`config.mk`:
```
export PLATFORM = sky130hd
export DESIGN_NAME = rf_wb_arbiter
export DESIGN_NICKNAME = d
export VERILOG_FILES = /design/src/rtl/rf_wb_arbiter_pkg.sv /design/src/rtl/rf_wb_arbiter_rr_arb2.sv /design/src/rtl/rf_wb_arbiter.sv
export SDC_FILE = /design/constraint.sdc
export NUM_CORES = 1
export LEC_CHECK = 0
export BUFFER_PORTS_ARGS = -buffer_cell sky130_fd_sc_hd__buf_2
export CAP_MARGIN = 5
export CORE_ASPECT_RATIO = 1.5
export CORE_MARGIN = 2
export CORE_UTILIZATION = 45
export CTS_CLUSTER_SIZE = 40
export DETAILED_ROUTE_END_ITERATION = 8
export GPL_TIMING_DRIVEN = 0
export PLACE_DENSITY = 0.8
export SKIP_CTS_REPAIR_TIMING = 1
export SKIP_LAST_GASP = 1
export SYNTH_ARGS = -nofsm -noshare
export SYNTH_HDL_FRONTEND = slang
export SYNTH_SLANG_ARGS = --single-unit
```
`constraint.sdc`:
```
create_clock -name clk -period 2.2 [get_ports clk]
set_clock_uncertainty 0.2 [all_clocks]
set_input_delay 0.44 -clock clk [delete_from_list [all_inputs] [get_ports clk]]
set_output_delay 0.44 -clock clk [all_outputs]
set_load 0.01 [all_outputs]
```
`src/rtl/rf_wb_arbiter_pkg.sv`:
```
// Shared register-file writeback definitions: data width, register index
// width, the hardwired-zero register and the requester grant encoding.
package rv_pkg;
  localparam int XLEN      = 32;
  localparam int REG_IDX_W = 5;
  localparam logic [REG_IDX_W-1:0] REG_ZERO = 5'd0;

  typedef enum logic {
    GNT_ALU = 1'b0,
    GNT_LSU = 1'b1
  } grant_e;
endpackage

```
`src/rtl/rf_wb_arbiter_rr_arb2.sv`:
```
// Two-input round-robin arbiter: req[0]=ALU, req[1]=LSU. Grants are
// combinational; the last winner is remembered so ties alternate.
module rr_arb2
  import rv_pkg::*;
(
  input  logic       clk,
  input  logic       rst_n,
  input  logic       en,
  input  logic [1:0] req,
  output logic [1:0] gnt
);

  grant_e last_grant;

  always_comb begin
    gnt = 2'b00;
    if (en) begin
      if (req == 2'b11) gnt = (last_grant == GNT_LSU) ? 2'b01 : 2'b10;
      else              gnt = req;
    end
  end

  // Reset to LSU so the ALU wins the first tie.
  always_ff @(posedge clk or negedge rst_n) begin
    if (!rst_n)      last_grant <= GNT_LSU;
    else if (gnt[0]) last_grant <= GNT_ALU;
    else if (gnt[1]) last_grant <= GNT_LSU;
  end

endmodule

```
`src/rtl/rf_wb_arbiter.sv`:
```
// Sole owner of the register file write port: clears x1..x(NREG-1) after
// reset, then arbitrates ALU/LSU writebacks onto registered we/rd/wd.
module rf_wb_arbiter
  import rv_pkg::*;
#(
  parameter int XLEN           = rv_pkg::XLEN,
  parameter int NREG           = 32,
  parameter int CLEAR_ON_RESET = 1
) (
  input  logic                 clk,
  input  logic                 rst_n,
  output logic                 init_done,
  input  logic                 alu_valid,
  output logic                 alu_ready,
  input  logic [REG_IDX_W-1:0] alu_rd,
  input  logic [XLEN-1:0]      alu_wd,
  input  logic                 lsu_valid,
  output logic                 lsu_ready,
  input  logic [REG_IDX_W-1:0] lsu_rd,
  input  logic [XLEN-1:0]      lsu_wd,
  output logic                 rf_we,
  output logic [REG_IDX_W-1:0] rf_rd,
  output logic [XLEN-1:0]      rf_wd
);

  typedef enum logic {ST_INIT, ST_RUN} state_e;

  localparam logic [REG_IDX_W-1:0] LAST_REG = REG_IDX_W'(NREG - 1);
  localparam state_e ST_RST   = (CLEAR_ON_RESET != 0) ? ST_INIT : ST_RUN;
  localparam logic   DONE_RST = (CLEAR_ON_RESET == 0);

  state_e                 state, state_nxt;
  logic [REG_IDX_W-1:0]   cnt;
  logic [1:0]             gnt;
  logic [REG_IDX_W-1:0]   sel_rd;
  logic [XLEN-1:0]        sel_wd;

  rr_arb2 u_arb (
    .clk   (clk),
    .rst_n (rst_n),
    .en    (state == ST_RUN),
    .req   ({lsu_valid, alu_valid}),
    .gnt   (gnt)
  );

  assign alu_ready = gnt[0];
  assign lsu_ready = gnt[1];
  assign sel_rd    = gnt[1] ? lsu_rd : alu_rd;
  assign sel_wd    = gnt[1] ? lsu_wd : alu_wd;

  always_comb begin
    state_nxt = state;
    if (state == ST_INIT && cnt == LAST_REG) state_nxt = ST_RUN;
  end

  always_ff @(posedge clk or negedge rst_n) begin
    if (!rst_n) state <= ST_RST;
    else        state <= state_nxt;
  end

  always_ff @(posedge clk or negedge rst_n) begin
    if (!rst_n) begin
      rf_we     <= 1'b0;
      rf_rd     <= '0;
      rf_wd     <= '0;
      cnt       <= REG_IDX_W'(1);
      init_done <= DONE_RST;
    end else begin
      rf_we     <= 1'b0;
      init_done <= (state == ST_RUN);
      if (state == ST_INIT) begin
        rf_we <= 1'b1;
        rf_rd <= cnt;
        rf_wd <= '0;
        // Counter parks at the last register rather than wrapping to x0.
        if (cnt != LAST_REG) cnt <= cnt + 1'b1;
      end else if (|gnt) begin
        // Writes to x0 are consumed but never reach the array.
        rf_we <= (sel_rd != REG_ZERO);
        rf_rd <= sel_rd;
        rf_wd <= sel_wd;
      end
    end
  end

endmodule

```
Word level (Yosys, flattened, before mapping)
Cells that the tools add are included.

storage, ports and cells
  flip-flop bits (word level) = 46
  output and inout port bits = 41
  word-level logic and storage cells = 31

cells by class
  add/subtract/negate cells = 1
  equality and inequality tests = 4
  multiplexer cells = 13
  bitwise logic cells = 1
  reductions and logical operators = 5

operators with widths
  cell                 number
  $mux 32              3
  $mux 5               3
  $mux 2               3
  $add 5x1->5 const B  1
  $eq 5x5->1 const B   1
  $ne 5x5->1 const B   1
  $reduce_bool 5->1    1
  $mux 1               4
  $eq 2x2->1 const B   1
  $ne 2x1->1 const B   1
  $reduce_and 2->1     1
  $reduce_bool 2->1    1
  $reduce_or 2->1      1
  $logic_and 1x1->1    1
  $not 1->1            1

Depth between registers and ports, before layout
  depth after elaboration = 7
  depth in mapped cells = 7
  mapped depth without buffers = 6

Modules after synthesis
From an unflattened synthesis, not the netlist that was laid out.

second synthesis, totals
  cell total of the unflattened synthesis = 236
  area, all modules = 2396.0 sq um

modules (own cells, without submodules)
  module         times used  cells an instance  area each (sq um)  seq. area each (sq um)
  rf_wb_arbiter  1           228                2333.5             1127.3
  rr_arb2        1           8                  62.6               26.3

Worst setup path before layout
Ideal clock, no wire load.

  path kind = register -> register
  start = register cnt[0]
  end = register cnt[3]
  setup time = 0.123 ns
  data arrival time = 1.477 ns
  required time = 1.877 ns
  setup slack = 0.401 ns
  stages on the path, launching flop included = 7
  path through = dfstp_2 -> ha_1 -> and3_1 -> ha_1 -> nor2_1 -> nand4_1 -> xnor2_1

between the ends
  word-level cells in the longest chain between the ends = 2
  elaborated cells on any way between the ends = 3

RTL lines
  what                                                                 RTL line             RTL
  from (decl)                                                          rf_wb_arbiter.sv:33  logic [REG_IDX_W-1:0] cnt;
  from (signal assigned)                                               rf_wb_arbiter.sv:76  if (cnt != LAST_REG) cnt <= cnt + 1'b1;
  parallel branches: the longest is 2 deep, another holds $add 5x1->5  n/a

Parallel ways; which one is timed is not known.
A chain may end at the register's enable or synchronous reset.

Final worst setup path
  start = register u_arb.last_grant
  end = output port lsu_ready

between the ends
  word-level cells in the longest chain between the ends = 3

RTL lines
  what                    RTL line                     RTL
  from (decl)             rf_wb_arbiter_rr_arb2.sv:13  grant_e last_grant;
  from (signal assigned)  rf_wb_arbiter_rr_arb2.sv:25  if (!rst_n) last_grant <= GNT_LSU;
  from (signal assigned)  rf_wb_arbiter_rr_arb2.sv:26  else if (gnt[0]) last_grant <= GNT_ALU;
  from (signal assigned)  rf_wb_arbiter_rr_arb2.sv:27  else if (gnt[1]) last_grant <= GNT_LSU;
  $mux 2 (2 in a row)     rf_wb_arbiter_rr_arb2.sv:18  if (req == 2'b11) gnt = (last_grant == GNT_LSU) ? 2'b01 : 2'b10;
  $mux 2                  rf_wb_arbiter_rr_arb2.sv:17  if (en) begin
  to (decl)               rf_wb_arbiter.sv:18          output logic lsu_ready,

No other way between the ends.

==> results.json <==
{
  "hold_viol_final": 0,
  "wl_per_cell_um": 12.95,
  "leakagePower_nw": 1.602,
  "diodes": 0,
  "cts_buffers": 5,
  "cpLargestDelayFamily": "flip-flops",
  "status": "complete, no violations",
  "dr.pass1.iters": 4,
  "end_kind": "primary output",
  "grt_pass1_vias": 1894,
  "cpPeakStageDelay_ns": 0.56,
  "fin_ws_ns": 0.1821,
  "row_count": 31,
  "syn_to_final_growth_pct": 36.40,
  "crit_path_start_kind": "register",
  "synth_edf_count": 0,
  "area.sequential_um2": 1154,
  "path_cells": "nand2_2 > nand3_2 > buf_8 > inv_1 > buf_2",
  "max_freq_ghz": 0.4956,
  "place_ws_ns": 0.2167,
  "crit_type": "reg2out",
  "ctsHtreeMaxLevel": 2,
  "io_buffers": 117,
  "ant_nets": 0,
  "avgSynthCellArea_um2": 10.71,
  "ys_ff_latch": 46,
  "clock_latency_ns": 0.29,
  "ir_worst_vdd_v": 0.0004377,
  "power-per-cell-area_nw_per_um2": 712.8,
  "syn_nets": 288,
  "cp_slowest_cell": "dfstp_2",
  "period_minus_slack_ns": 2.018,
  "slew_viol_final": 0,
  "ys_types": 33,
  "cts_tree": "yes",
  "antenna_found_initial": 0,
  "die_area_um2": 5539,
  "fp.dieW_um": 61.44,
  "r2r_end": "cnt[3]",
  "cp.depth": 5,
  "cts_buffer_depth": 2,
  "grt_max_degree": 47,
  "rsz0062_at_grt": "false",
  "final_area_um2": 3038,
  "die_y_um": 90.16,
  "clock_sinks": 46,
  "path_clk_slew_ns": 0.09,
  "yosysTopAreaCellShare_pct": 49.44,
  "dp_hpwl_mm": 4.005,
  "ys_warn_count": 0,
  "finalWirelength_mm": 5.166,
  "grt_pass1_wl_mm": 8.224,
  "num_io_pins": 119,
  "worst_pin_slew_ns": 0.9962,
  "n_fill_cell": 461,
  "slew_headroom_pct": 33.59,
  "drive_above_1_share_pct": 44.14,
  "placed_area_um2": 2895,
  "cts-root-buf": "clkbuf_8",
  "r2r_start": "cnt[1]",
  "coreArea_um2": 4810,
  "synth_top_area_cell": "dfrtp_1",
  "finalSetupTns_ns": 0,
  "seq_area_frac_synth_pct": 51.80,
  "drt-initial-drc-count": 106,
  "hold_path_class": "in2async",
  "cp_num_buf_inv": 3,
  "grt-ovfl-total": 0,
  "synth.area.top_cells": "dfrtp_1, mux2i_1, nand2_1",
  "synth_cells": 208,
  "drc": 0,
  "rrSetupSlack_ns": 0.21,
  "finalSetupViolations": 0,
  "crit_path_max_fanout": 9,
  "worstPathArrival_ns": 1.38,
  "ys_async_sr_fraction_pct": 100.0,
  "rr_worst_depth": 6,
  "viasPerCell": 4.847,
  "start_util_pct": 46.31,
  "max_cap_violations": 0,
  "place_congestion": 0.8369,
  "synth-main-ff-cell": "dfrtp_1",
  "cp.required_ns": 1.56,
  "nets": 412,
  "period_share_pct": 91.72,
  "syn_area_um2": 2227,
  "grt.total_usage_pct": 19.39,
  "vias": 1934,
  "multi_input_area_um2": 925.9
}
==> layout make-up <==
cell class	instances	share of cell area, %
inverters	6	0.7414
clock inverters	2	1.977
clock buffers	6	2.718
flip-flops and latches	46	37.97
repair buffers	117	19.28
multi-input cells	142	30.48
well taps	66	2.718
plain buffers	14	4.119
==> cells by family after synthesis <==
family / after synthesis / share of synthesized area (%)
AOI/OAI and AO/OA: 48 / 12.70
and+or+nand+nor: 53 / 10.34
muxes: 36 / 16.24
DFF: 46 / 51.80
buffers and inverters: 20 / 6.629
xor gates and xnor gates: 3 / 1.180
adders and majority gates: 2 / 1.123
==> registers in the layout, summed over array words and instances, names as in the netlist <==
signal,count
rf_we,1
cnt,5
u_arb.last_grant,1
rf_wd,32
init_done,1
state,1
rf_rd,5
==> cells in the mapped netlist (2+ instances only) <==
| master | number |
|---|---|
| dfstp_2 | 2 |
| o22ai_1 | 3 |
| xnor2_1 | 2 |
| nand2_1 | 39 |
| dfrtp_1 | 44 |
| buf_8 | 4 |
| inv_1 | 6 |
| o21ai_2 | 2 |
| mux2i_1 | 35 |
| ha_1 | 2 |
| o21ai_1 | 28 |
| nor2_1 | 4 |
| o41ai_1 | 2 |
| buf_4 | 4 |
| nand3_1 | 2 |
| clkbuf_2 | 4 |
| o221ai_1 | 2 |
| o21ai_0 | 8 |
==> cells in the final DEF, fill, tap and decap left out, drive strengths merged, types with 3 or more instances in the layout <==
cell type  Yosys  layout
buf           10     127
dfrtp         44      44
nand2         40      40
o21ai         38      38
mux2i         35      35
clkbuf         4      10
inv            6       6
nor2           4       4
o22ai          3       3
nand3          3       3
==> worst max-delay path by stage <==
stage | slack [ns] | startpoint | endpoint
after floorplan | 0.40 | cnt[0] | cnt[3]
after global placement | 0.23 | cnt[1] | cnt[3]
after detailed placement | 0.22 | cnt[1] | cnt[3]
after CTS | 0.17 | u_arb.last_grant | lsu_ready
after global routing | 0.11 | cnt[1] | cnt[3]
final | 0.18 | u_arb.last_grant | lsu_ready
==> power by group <==
group | internal (mW) | switching, mW
clock | 0.484 | 0.274
combinational | 0.214 | 0.224
sequential | 0.930 | 0.0395
==> per-layer routing <==
metal  GRT usage [%]  vias up  wire length [um]
met3           3.741        8               334
met2           34.57       72              2721
met1           22.36      888              2033
met5               0        -                 0
li1                -      966                 -
met4           5.851        0                76
==> metrics by stage <==
stage / hold slack (ns) / cells / power, mW / util, %
global placement: 0.1565 / 391 / 1.421 / 60.20
CTS: 0.1382 / 399 / 2.196 / 63.16
floorplan: -0.05559 / 208 / 1.223 / -
global route: 0.1879 / 399 / 2.275 / 63.16
finish: 0.1135 / 399 / 2.165 / 63.16
detailed placement: 0.1644 / 391 / 1.433 / 60.20
Power figures use the tool's default switching activity.
